==> src/rtl/cmp_pkg.sv <==
// Shared types and helpers for the sequential nibble comparator.
//
// Contents:
//   cmp_res_t  - 2-bit magnitude verdict carried along the slice cascade
//   state_t    - controller states of seq_nibble_compare
//   nib_count  - number of 4-bit nibbles in a WIDTH-bit operand
package cmp_pkg;

  typedef enum logic [1:0] {
    CMP_EQ = 2'd0,
    CMP_LT = 2'd1,
    CMP_GT = 2'd2
  } cmp_res_t;

  typedef enum logic [1:0] {
    IDLE = 2'd0,
    SCAN = 2'd1,
    DONE = 2'd2
  } state_t;

  function automatic int nib_count(input int width);
    return width / 4;
  endfunction

endpackage

==> src/rtl/cmp4_slice.sv <==
// Combinational 4-bit cascadable magnitude-compare slice.
//
// Ports:
//   a, b  in   4-bit nibbles to compare
//   cin   in   incoming cascade verdict
//   res   out  slice verdict
//
// A nibble pair that differs decides the verdict on its own; an equal pair
// passes the incoming cascade through unchanged.
module cmp4_slice
  import cmp_pkg::*;
(
  input  logic [3:0] a,
  input  logic [3:0] b,
  input  cmp_res_t   cin,
  output cmp_res_t   res
);

  always_comb begin
    res = cin;
    if (a < b) begin
      res = CMP_LT;
    end else if (a > b) begin
      res = CMP_GT;
    end
  end

endmodule

==> src/rtl/seq_nibble_compare.sv <==
// Sequential wide magnitude comparator built around one 4-bit slice.
//
// An operand pair is accepted in IDLE, then walked MSB nibble first through
// cmp4_slice, one nibble per clock, with the cascade verdict held in a
// register. The final verdict is presented in DONE until the consumer takes it.
//
// Parameters:
//   WIDTH       operand width, multiple of 4 and >= 4
//   EARLY_EXIT  1: stop at the first unequal nibble, 0: always scan all nibbles
//
// Ports:
//   clk        in   clock, rising edge
//   rst_n      in   synchronous active-low reset
//   in_valid   in   operand pair present
//   in_ready   out  operand pair can be accepted (IDLE)
//   in_a/in_b  in   operands
//   out_valid  out  verdict present (DONE)
//   out_ready  in   consumer takes the verdict
//   out_lt/out_eq/out_gt  out  one-hot verdict, all zero outside DONE
//   busy       out  high in SCAN or DONE
//
// Handshakes: a transfer happens on a rising edge where valid and ready are
// both high; a producer holds its data stable while valid is high and ready
// is low.
//
// Optional build macro SEQ_NIBBLE_COMPARE_SIGNED_CMP_EN: two's-complement
// compare, done by inverting bit 3 of the most-significant nibble of both
// operands before it enters the slice (offset-binary transform).
module seq_nibble_compare
  import cmp_pkg::*;
#(
  parameter int WIDTH      = 16,
  parameter int EARLY_EXIT = 1
) (
  input  logic             clk,
  input  logic             rst_n,
  input  logic             in_valid,
  output logic             in_ready,
  input  logic [WIDTH-1:0] in_a,
  input  logic [WIDTH-1:0] in_b,
  output logic             out_valid,
  input  logic             out_ready,
  output logic             out_lt,
  output logic             out_eq,
  output logic             out_gt,
  output logic             busy
);

  localparam int NIB   = nib_count(WIDTH);
  localparam int IDX_W = (NIB > 1) ? $clog2(NIB) : 1;
  localparam logic [IDX_W-1:0] TOP_IDX = IDX_W'(NIB - 1);

  state_t           state;
  state_t           state_next;
  logic [WIDTH-1:0] a_q;
  logic [WIDTH-1:0] b_q;
  logic [IDX_W-1:0] idx;
  cmp_res_t         cascade;
  cmp_res_t         slice_res;
  logic [3:0]       nib_a;
  logic [3:0]       nib_b;
  logic             accept;
  logic             scan_last;

  assign accept = (state == IDLE) && in_valid;

  // Nibble idx of each captured operand feeds the single slice.
  always_comb begin
    nib_a = a_q[{idx, 2'b00} +: 4];
    nib_b = b_q[{idx, 2'b00} +: 4];
`ifdef SEQ_NIBBLE_COMPARE_SIGNED_CMP_EN
    // Flipping the sign bit of both operands maps two's-complement order
    // onto unsigned order; only the top nibble carries the sign.
    if (idx == TOP_IDX) begin
      nib_a[3] = ~nib_a[3];
      nib_b[3] = ~nib_b[3];
    end
`endif
  end

  cmp4_slice u_slice (
    .a   (nib_a),
    .b   (nib_b),
    .cin (cascade),
    .res (slice_res)
  );

  assign scan_last = (idx == '0) || ((EARLY_EXIT != 0) && (slice_res != CMP_EQ));

  // State register.
  always_ff @(posedge clk) begin
    if (!rst_n) begin
      state <= IDLE;
    end else begin
      state <= state_next;
    end
  end

  // Next-state logic.
  always_comb begin
    state_next = state;
    case (state)
      IDLE: if (accept) state_next = SCAN;
      SCAN: if (scan_last) state_next = DONE;
      DONE: if (out_ready) state_next = IDLE;
      default: state_next = IDLE;
    endcase
  end

  // Operand, index and cascade registers.
  always_ff @(posedge clk) begin
    if (!rst_n) begin
      a_q     <= '0;
      b_q     <= '0;
      idx     <= TOP_IDX;
      cascade <= CMP_EQ;
    end else begin
      case (state)
        IDLE: begin
          if (accept) begin
            a_q     <= in_a;
            b_q     <= in_b;
            idx     <= TOP_IDX;
            cascade <= CMP_EQ;
          end
        end
        SCAN: begin
          // Scanning MSB first, the first unequal nibble decides. Once the
          // cascade is decided it is frozen, otherwise a lower unequal nibble
          // would override it during a full (non early-exit) scan.
          if (cascade == CMP_EQ) begin
            cascade <= slice_res;
          end
          if (!scan_last) begin
            idx <= idx - 1'b1;
          end
        end
        default: begin
        end
      endcase
    end
  end

  // Outputs.
  always_comb begin
    in_ready  = (state == IDLE);
    out_valid = (state == DONE);
    busy      = (state == SCAN) || (state == DONE);
    out_lt    = (state == DONE) && (cascade == CMP_LT);
    out_eq    = (state == DONE) && (cascade == CMP_EQ);
    out_gt    = (state == DONE) && (cascade == CMP_GT);
  end

endmodule

==> config.mk <==
export PLATFORM = sky130hd
export DESIGN_NAME = seq_nibble_compare
export DESIGN_NICKNAME = d
export VERILOG_FILES = /design/src/rtl/cmp_pkg.sv /design/src/rtl/cmp4_slice.sv /design/src/rtl/seq_nibble_compare.sv
export SDC_FILE = /design/constraint.sdc
export NUM_CORES = 1
export LEC_CHECK = 0
export BUFFER_PORTS_ARGS = -buffer_cell sky130_fd_sc_hd__buf_4
export CORE_UTILIZATION = 25
export CTS_CLUSTER_DIAMETER = 60
export DETAILED_ROUTE_END_ITERATION = 10
export PLACE_DENSITY_LB_ADDON = 0.08
export SYNTH_ARGS = -nofsm -noshare
export SYNTH_HDL_FRONTEND = slang
export SYNTH_HIERARCHICAL = 1
export SYNTH_SLANG_ARGS = --single-unit
==> constraint.sdc <==
create_clock -name clk -period 4.8 [get_ports clk]
set_input_delay 0.96 -clock clk [delete_from_list [all_inputs] [get_ports clk]]
set_output_delay 0.96 -clock clk [all_outputs]
set_load 0.005 [all_outputs]
Word level (Yosys, flattened, before mapping). Cells that the tools add are included.

Add/sub/neg operators: 1. $mul: 0. Div/mod/pow operators: 0. Magnitude comparators: 2. Equality and inequality tests: 9. Shift-type cells: 2. Mux-type cells: 12. Bitwise operators: 0. Reduce and logical (&&, ||, !) cells: 15.

Operators by type and width (number): $shiftx 16x5->4 (2); $mux 2 (9); $reduce_and 3->1 (3); $pmux 2 s2 (2); $logic_not 2->1 (3); $ne 2x2->1 const B (3); $pmux 2 s3 (1); $eq 2x1->1 const B (2); $eq 2x2->1 const B (2); $gt 4x4->1 (1); $logic_and 1x1->1 (4); $lt 4x4->1 (1); $ne 2x1->1 const B (2); $reduce_bool 2->1 (2); $logic_or 1x1->1 (2); $reduce_and 2->1 (1); $sub 2x1->2 const B (1).

Register bits: 38. Latch bits: 0. RAM bits: 0. Bits in read-only memories: 0. Bits of input ports: 36. Logic and storage cells: 46. Memories: 0.

Logic depth before layout (Yosys ltp). Gate-level depths: netlist of run 1.

Depth after elaboration: 8. Mapped depth: 10.

By module. Netlist of run 1, hierarchy kept.

By module, submodules not included: seq_nibble_compare (instances 1, cells each 194, area each 1757.9 µm², sequential area each 760.7 µm²); cmp4_slice (instances 1, cells each 15, area each 118.9 µm², sequential area each 0.0 µm²).

Worst setup path before layout of run 1. OpenSTA, ideal clock, no wires.

Path type: register to register. From: register idx[0]. To: register state[0]. Arrival: 2.517 ns. Path slack: 2.212 ns. Stages on the path, launching flop included: 10. Path buffers: 1. Clock period less this slack: 2.588 ns. Cell sequence: dfxtp_1 -> buf_4 -> mux4_2 -> ha_1 -> nor2b_1 -> o211ai_2 -> a22oi_1 -> nor3_1 -> a222oi_1 -> mux2i_1.

Word-level cells in the longest chain between the ends: 8. Elaborated cells between the ends (all ways): 11.

RTL lines: start: declaration (line seq_nibble_compare.sv:57) `logic [IDX_W-1:0] idx;`; start signal: assignment (line seq_nibble_compare.sv:135) `idx <= idx - 1'b1;`; $shiftx 16x5->4 (*) (line seq_nibble_compare.sv:69) `nib_a = a_q[{idx, 2'b00} +: 4];`; net nib_a[1] (line seq_nibble_compare.sv:60) `logic [3:0] nib_a;`; $gt 4x4->1 (line cmp4_slice.sv:23) `end else if (a > b) begin`; $mux 2 (line cmp4_slice.sv:23); $mux 2 (*) (line cmp4_slice.sv:21) `if (a < b) begin`; net slice_res[1] (line seq_nibble_compare.sv:59) `cmp_res_t slice_res;`; $reduce_bool 2->1 (*) (line seq_nibble_compare.sv:88) `assign scan_last = (idx == '0) || ((EARLY_EXIT != 0) && (slice_res != CMP_EQ));`; $logic_or 1x1->1 (*) (line seq_nibble_compare.sv:88); $ne 2x2->1 (no line) (*); $reduce_and 3->1 (no line) (*); end signal: assignment (line seq_nibble_compare.sv:95) `state <= state_next;`; end: declaration (line seq_nibble_compare.sv:53) `state_t state;`.

The timed path passes the listed nets; every way through them passes the cells marked *. A chain may end at the register's enable or synchronous reset.

Final worst setup path of run 1. Same ends and word-level chain as after synthesis.

==> results.yml, run 1 <==
power_and_ir_drop:
  p_total_uw: 989
  power_density_nw_per_um2: 427
  ir_drop_mv: 0.122
  p_leak_uw: 0.000980
timing:
  fin_crit_sh_pct: 62.8
  maxSlewViolCount: 0
  rsz0062_at_grt: "no"
  tns_ns: 0
  setup_viol: 0
  fin_skew_ns: 0.00397
  tightest_slew_ns: 1.08
  slew-limit-headroom_pct: 28.2
  max_freq_ghz: 0.332
  hold_viol_final: 0
  fin_crit_ns: 3.01
die:
  start_util_pct: 25.9
  die_h_um: 88.6
  ios: 42
  floorplan.die.width_um: 88.6
  dieArea_um2: 7860
  core.rowCount: 31
  fp.coreArea_um2: 7250
routing:
  drc_errors: 0
  wl_um: 4160
  drtIter0Drc: 69
  dr.pass1.iters: 4
  wl_per_cell_um: 12.1
  antenna_left: 0
  via_per_inst: 4.30
  route.vias.total: 1480
status:
  outcome: "complete, no violations"
worst_setup_path:
  required_ns: 5.02
  worstSetupEndpointType: "flop"
  cp.arrival_ns: 3.23
  cp-start-kind: "flop"
  critPathKind: "reg2reg"
  path_max_fanout: 11
cts:
  clock_path_buffers: 2
  cts_root_buf: "clkbuf_8"
  clkSinkCount: 38
  clkLatencyLatePin_ns: 0.29
  cts_buffers: 5
  htreeDepth: 2
  post_cts_buffers: 0
  ctsHoldBuffers: 0
  clk_pin_slew_ns: 0.08
  cts-resized-gates: 0
  tritoncts: "built"
final_layout:
  nets: 290
  stdcell_count: 344
  num-fill-cells: 768
  drive_gt1_share_pct: 25.3
  antenna_cells: 0
  syn2layout_area_growth_pct: 23.5
logic_synthesis:
  avgSynthCellArea_um2: 8.98
  synth_nets: 254
  ys_seq_area_share_pct: 40.5
  yosys.cell_types.count: 27
  syn_area_um2: 1880
  yosys_warnings: 6
  ys_ff_latch: 38
  synthCells: 209
global_route:
  grt_pass1_wl_um: 7000
  grt_pass1_vias: 1464
  grtUsageTotal_pct: 12.0
  antenna_found_initial: 0
  gr-total-overflow: 0
  grt_max_degree: 40
placed_design:
  dp_hpwl_um: 2930
  placed_cells: 337
  portBuffers: 41
  gp_congestion: 0.701
run:
  maxCapViolations: 0
hold_path:
  hold_path_class: "reg2reg"
[cells by family (layout without fill, tap and decap cells)]
kind of cell	after synthesis	count (layout)	share of synthesized area (%)
buffers and inverters	26	62	6.73
flip-flops	38	38	40.5
AO/OA/AOI/OAI	45	45	17.5
AND/OR/NAND/NOR	80	80	17.7
adder cells (fa/ha/maj)	9	9	6.00
multiplexers	11	11	11.5
[sequential cells by signal, indices dropped and copies added (netlist names)]
name	cells
idx	2
cascade	2
a_q	16
b_q	16
state	2
[synth_stat cells]
cell / instances / area share, %
o31ai_1: 1 / 0.40
and3_1: 3 / 1.0
a31oi_1: 2 / 0.67
nor2b_1: 1 / 0.33
o21ai_0: 3 / 0.80
a21oi_1: 3 / 0.80
dfxtp_1: 38 / 41
clkbuf_1: 7 / 1.4
o211ai_2: 1 / 0.67
buf_6: 3 / 1.8
a22oi_1: 1 / 0.40
nand2_1: 69 / 14
a21boi_0: 26 / 10
and4_2: 3 / 1.6
nor2_1: 2 / 0.40
a21boi_1: 6 / 2.4
buf_4: 1 / 0.40
mux2_4: 1 / 0.80
ha_1: 9 / 6.0
a22o_1: 1 / 0.47
a222oi_1: 1 / 0.53
nor3_1: 1 / 0.27
mux4_2: 8 / 9.6
and2_1: 1 / 0.33
mux2i_1: 2 / 1.1
buf_2: 2 / 0.53
inv_1: 13 / 2.6
[through the flow]
step | instance area [µm²] | hold slack (ns) | worst slack [ns] | util (%)
after detailed placement | 2240 | 0.450 | 1.73 | 30.9
after global routing | 2320 | 0.480 | 1.46 | 31.9
after global placement | 2240 | 0.451 | 1.83 | 30.9
after CTS | 2320 | 0.461 | 1.71 | 31.9
final | 2320 | 0.462 | 1.79 | 31.9
after floorplan | 1880 | 0.432 | 2.21 | -
[cell usage in the layout (no fill, tap or decap), drive strengths merged, types with 3 or more instances in the layout]
cell type  Yosys  routed
mux4           8       8
nand2         69      69
o21ai          3       3
a21oi          3       3
a21boi        32      32
ha             9       9
inv           13      13
and4           3       3
buf            6      42
and3           3       3
clkbuf         7       5
dfxtp         38      38
[cell type report]
type / instances / area (µm²) / area share, %
Timing Repair Buffer: 42 / 315 / 13.6
Multi-Input combinational cell: 145 / 990 / 42.7
Clock buffer: 5 / 68.8 / 2.97
Sequential cell: 38 / 761 / 32.8
Inverter: 13 / 48.8 / 2.11
Tap cell: 99 / 124 / 5.35
Clock inverter: 2 / 10.0 / 0.432
[critical path, stage by stage (launching register included)]
cell      delay (ns)
dfxtp_1         0.69
mux4_2          0.59
ha_1            0.31
nor2b_1         0.16
o211ai_2        0.09
a22oi_1         0.28
nor3_1          0.14
a222oi_1        0.47
mux2i_1         0.23
[worst paths after layout]
path	startpoint	to	slack (ns)	cells after the start
max	idx[0]$_SDFFE_PN1P_	state[0]$_SDFFE_PN0P_	1.79	8
min	b_q[9]$_SDFFE_PN0P_	b_q[9]$_SDFFE_PN0P_	0.46	2
min reg2reg	b_q[9]$_SDFFE_PN0P_	b_q[9]$_SDFFE_PN0P_	0.46	2
max reg2reg	idx[0]$_SDFFE_PN1P_	state[0]$_SDFFE_PN0P_	1.79	8
[power by group]
part	switching, µW	internal [µW]	leakage [µW]	total (µW)
combinational	193	171	0.000624	364
clock	111	97.6	0.0000438	209
sequential	42.7	374	0.000312	416
[routing by layer]
layer / share of wire [%] / track usage, % / vias to the layer above / routed length [µm]
met5: 0 / 0 / - / 0
met4: 1.3 / 4.84 / 0 / 56
met3: 4.8 / 3.26 / 5 / 201
met2: 44 / 18.3 / 31 / 1840
met1: 50 / 15.9 / 670 / 2060
li1: - / - / 774 / -
(Power assumes the default switching activity.)
==> run 2: changes to the inputs <==
- clock period: 4.8 -> 3.1 ns (I/O delays scaled with it)
==> results.yml, run 2 (same netlist as run 1, synthesis figures left out) <==
status:
  outcome: "complete, no violations"
die:
  floorplan.die.width_um: 88.6
  fp.coreArea_um2: 7250
  core.rowCount: 31
  ios: 42
  dieArea_um2: 7860
  die_h_um: 88.6
  start_util_pct: 25.9
global_route:
  grt_pass1_vias: 1502
  grt_max_degree: 40
  gr-total-overflow: 0
  antenna_found_initial: 0
  grtUsageTotal_pct: 12.0
  grt_pass1_wl_um: 7140
timing:
  rsz0062_at_grt: "no"
  slew-limit-headroom_pct: 50.8
  fin_crit_ns: 2.82
  setup_viol: 0
  hold_viol_final: 0
  tns_ns: 0
  tightest_slew_ns: 0.738
  maxSlewViolCount: 0
  fin_crit_sh_pct: 91.1
  max_freq_ghz: 0.354
  fin_skew_ns: 0.00441
placed_design:
  dp_hpwl_um: 3050
  gp_congestion: 0.670
  portBuffers: 41
routing:
  wl_um: 4180
  via_per_inst: 4.30
  met2_length_um: 1830
  drtIter0Drc: 28
  wl_per_cell_um: 12.0
  antenna_left: 0
  top_layer: "met4"
  route.vias.total: 1506
  dr_wl_met3_um: 172
  wirelength_met1_um: 2150
  drc_errors: 0
  dr.pass1.iters: 4
worst_setup_path:
  crit_buf_inv: 3
  cp.arrival_ns: 3.04
  cp-start-kind: "flop"
  worstSetupEndpointType: "flop"
  crit_top_cell: "buf_4"
  critPathKind: "reg2reg"
  path_max_fanout: 6
  r2r_slack_ns: 0.28
  critPathSlowestCell: "mux4_2"
  max_stage_delay_ns: 0.50
  required_ns: 3.32
  path_cells: "buf_4 -> mux4_2 -> inv_1 -> ha_1 -> and4_2 -> a22oi_1 -> nor3_1 -> a222oi_1 -> buf_4 -> mux2i_1"
  crit_family: "multiplexers"
cts:
  cts_root_buf: "clkbuf_8"
  clk_pin_slew_ns: 0.07
  clock_path_buffers: 2
  clkLatencyLatePin_ns: 0.28
  htreeDepth: 2
  clkSinkCount: 38
  cts-resized-gates: 0
  cts_buffers: 5
  tritoncts: "built"
final_layout:
  drive_gt1_share_pct: 26.3
  final_common_cell: "nand2_1"
  final_cell_mix: "nand2_1 (69), buf_4 (47), dfxtp_1 (38), a21boi_0 (26), inv_1 (13)"
  antenna_cells: 0
  nets: 295
  reg_top3: "a_q: 16 flops, b_q: 16 flops"
  syn2layout_area_growth_pct: 26.9
hold_path:
  hold_path_class: "reg2reg"
power_and_ir_drop:
  intPower_uw: 1100
  switching_share_pct: 32.8
  seq_power_share_pct: 38.8
  power_density_nw_per_um2: 690
  p_switching_uw: 540
  p_total_uw: 1640
  p_leak_uw: 0.00101
  ir_drop_mv: 0.166
  clkPwrFrac_pct: 25.1
  power_frac_comb_pct: 36.1
run:
  maxCapViolations: 0
run 2: cell count changes in the layout (fill, tap and decap cells not counted), sizes merged:
cell    before  now
bufinv       0    1
buf         42   47
clkinv       2    0
clkbuf       5    7
run 2: power groups by stage:
stage / registers, µW / logic (µW) / clock network [µW]
global route: 652 / 674 / 449
global placement: 653 / 596 / 0
CTS: 640 / 593 / 429
detailed placement: 652 / 591 / 0
finish: 638 / 594 / 413
floorplan: 626 / 446 / 0
run 2: final cells by class:
cell class / count / area (µm²)
Tap cell: 99 / 124
Timing Repair Buffer: 47 / 353
Clock buffer: 7 / 76.3
Clock inverter: 1 / 30.0
Inverter: 13 / 48.8
Sequential cell: 38 / 761
Fill cell: 787 / 4870
Multi-Input combinational cell: 145 / 990
run 2: worst paths after layout:
path / from / end / depth (start not counted)
worst max register to register: idx[0]$_SDFFE_PN1P_ / state[1]$_SDFFE_PN0P_ / 10
worst max-delay path: idx[0]$_SDFFE_PN1P_ / state[1]$_SDFFE_PN0P_ / 10
worst min register to register: b_q[10]$_SDFFE_PN0P_ / b_q[10]$_SDFFE_PN0P_ / 2
worst min-delay path: b_q[10]$_SDFFE_PN0P_ / b_q[10]$_SDFFE_PN0P_ / 2
run 2: worst min-delay path: stages, from the launching register on:
cell      delay, ns
dfxtp_1        0.32
nand2_1        0.05
a21boi_1       0.05
run 2: through the flow:
| step | instances | instance area (µm²) | setup WS [ns] | utilization [%] | hold slack (ns) |
|---|---|---|---|---|---|
| global route | 350 | 2380 | 0.0717 | 32.8 | 0.478 |
| global placement | 341 | 2270 | 0.265 | 31.3 | 0.451 |
| detailed placement | 341 | 2270 | 0.220 | 31.3 | 0.448 |
| CTS | 349 | 2370 | 0.202 | 32.7 | 0.459 |
| finish | 350 | 2380 | 0.277 | 32.8 | 0.460 |
| floorplan | 209 | 1880 | 0.512 | - | 0.432 |
run 2: layer usage:
| layer | global-route usage, % | vias up |
|---|---|---|
| li1 | - | 785 |
| met1 | 15.9 | 686 |
| met2 | 18.9 | 32 |
| met3 | 2.43 | 3 |
| met4 | 5.28 | 0 |
| met5 | 0 | - |
run 2: timing repair:
action                     CTS  global route
hold buffers                 0             0
setup buffers                0             1
setup endpoints to repair    0             1
==> run 3: changes to the inputs <==
- CORE_MARGIN: not set -> 1.5
- CTS_BUF_LIST: not set -> sky130_fd_sc_hd__clkbuf_4
==> results.yml, run 3 (same netlist as run 1, synthesis figures left out) <==
status:
  outcome: "complete, no violations"
final_layout:
  reg_top3: "a_q: 16 flops, b_q: 16 flops"
  final_common_cell: "nand2_1"
  antenna_cells: 0
  drive_gt1_share_pct: 26.4
  syn2layout_area_growth_pct: 23.7
  nets: 294
  design_area_um2: 2320
  utilization_pct: 32.0
  final_cell_mix: "nand2_1 (69), buf_4 (46), dfxtp_1 (38), a21boi_0 (26), inv_1 (13)"
  stdcell_count: 349
timing:
  setup_viol: 0
  rsz0062_at_grt: "no"
  slew-limit-headroom_pct: 51.3
  fin_crit_sh_pct: 91.4
  setup_slack_ns: 0.267
  hold_viol_final: 0
  fin_crit_ns: 2.83
  fin_skew_ns: 0.00900
  maxSlewViolCount: 0
  max_freq_ghz: 0.353
  tightest_slew_ns: 0.728
  tns_ns: 0
power_and_ir_drop:
  p_leak_uw: 0.000987
  power_density_nw_per_um2: 642
  ir_drop_mv: 0.175
cts:
  clkLatencyLatePin_ns: 0.35
  cts_buffers: 5
  clock_path_buffers: 2
  htreeDepth: 2
  clk_pin_slew_ns: 0.12
  cts-resized-gates: 0
  clkSinkCount: 38
  tritoncts: "built"
  cts_root_buf: "clkbuf_4"
worst_setup_path:
  reg2reg_depth: 10
  reg2reg_to: "state[0]$_SDFFE_PN0P_"
  cp-start-kind: "flop"
  rr_startpoint: "idx[0]$_SDFFE_PN1P_"
  required_ns: 3.39
  critPathKind: "reg2reg"
  worstSetupEndpointType: "flop"
  cp.arrival_ns: 3.12
  path_max_fanout: 9
  cp-startpoint: "idx[0]$_SDFFE_PN1P_"
  setup.worst_path.end: "state[0]$_SDFFE_PN0P_"
  r2r_slack_ns: 0.27
routing:
  via_per_inst: 4.36
  drtIter0Drc: 51
  wl_um: 4270
  wl_per_cell_um: 12.2
  drc_errors: 0
  dr.pass1.iters: 4
  route.vias.total: 1520
  antenna_left: 0
placed_design:
  portBuffers: 41
  placed_cells: 340
  placed_cell_area_um2: 2260
  gp_congestion: 0.772
  post-place-ws_ns: 0.265
  dp_hpwl_um: 3140
global_route:
  grt_pass1_wl_um: 6990
  grt_pass1_vias: 1419
  gr-total-overflow: 0
  antenna_found_initial: 0
  grtUsageTotal_pct: 11.7
  grt_max_degree: 40
die:
  core.rowCount: 31
  dieArea_um2: 8040
  fp.coreArea_um2: 7250
  ios: 42
  start_util_pct: 25.9
  die_h_um: 89.6
  floorplan.die.width_um: 89.6
hold_path:
  min_path_cells: 2
  hold_path_class: "reg2reg"
run:
  maxCapViolations: 0
## run 3: cell count changes in the layout (fill, tap and decap cells not counted)
cell       change
clkbuf_4       +6
clkbuf_8       -5
clkbuf_1       -2
buf_4          -1
bufinv_16      -1
clkinv_1       +1
clkinv_2       +1
## run 3: per-layer routing
metal	wire length (µm)	vias up	GRT usage, %
met5	0	-	0
met4	73	0	4.62
met2	1840	30	17.9
met1	2180	700	15.7
li1	-	782	-
met3	189	8	2.93
## run 3: through the flow
| step | hold slack, ns | power (µW) |
|---|---|---|
| after floorplan | 0.432 | 1070 |
| after global placement | 0.453 | 1240 |
| after detailed placement | 0.452 | 1240 |
| after CTS | 0.469 | 1510 |
| after global routing | 0.489 | 1630 |
| final | 0.463 | 1490 |
## run 3: worst min-delay path by stage
stage                                     from                    to  slack (ns)
after floorplan           b_q[10]$_SDFFE_PN0P_  b_q[10]$_SDFFE_PN0P_        0.43
after global placement    b_q[15]$_SDFFE_PN0P_  b_q[15]$_SDFFE_PN0P_        0.45
after detailed placement   a_q[0]$_SDFFE_PN0P_   a_q[0]$_SDFFE_PN0P_        0.45
after CTS                  a_q[0]$_SDFFE_PN0P_   a_q[0]$_SDFFE_PN0P_        0.47
after global routing                  in_b[11]  b_q[11]$_SDFFE_PN0P_        0.49
final                     b_q[15]$_SDFFE_PN0P_  b_q[15]$_SDFFE_PN0P_        0.46
## run 3: timing repair
action	in CTS	in global routing
setup buffers	0	1
endpoints found under the setup margin	0	1
hold buffers	0	0
## run 3: report_power, final
part | internal (µW) | switching, µW | leakage, µW
logic | 281 | 315 | 0.000642
registers | 578 | 56.4 | 0.000312
clock network | 94.1 | 167 | 0.0000331
## run 3: area by class of cell
cell class	count	area [µm²]
fillers	814	4930
multi-input cells	145	990
flip-flops and latches	38	761
repair buffers	46	345
well taps	99	124
inverters	13	48.8
clock buffers	6	45.0
clock inverters	2	8.76
## run 3: worst max-delay path: stages, from the launching register on
cell and delay (ns):
dfxtp_1 0.41, buf_4 0.22, mux4_2 0.52, inv_1 0.07
ha_1 0.25, and4_2 0.23, a22oi_1 0.27, nor3_1 0.14
a222oi_1 0.32, buf_4 0.18, mux2i_1 0.17
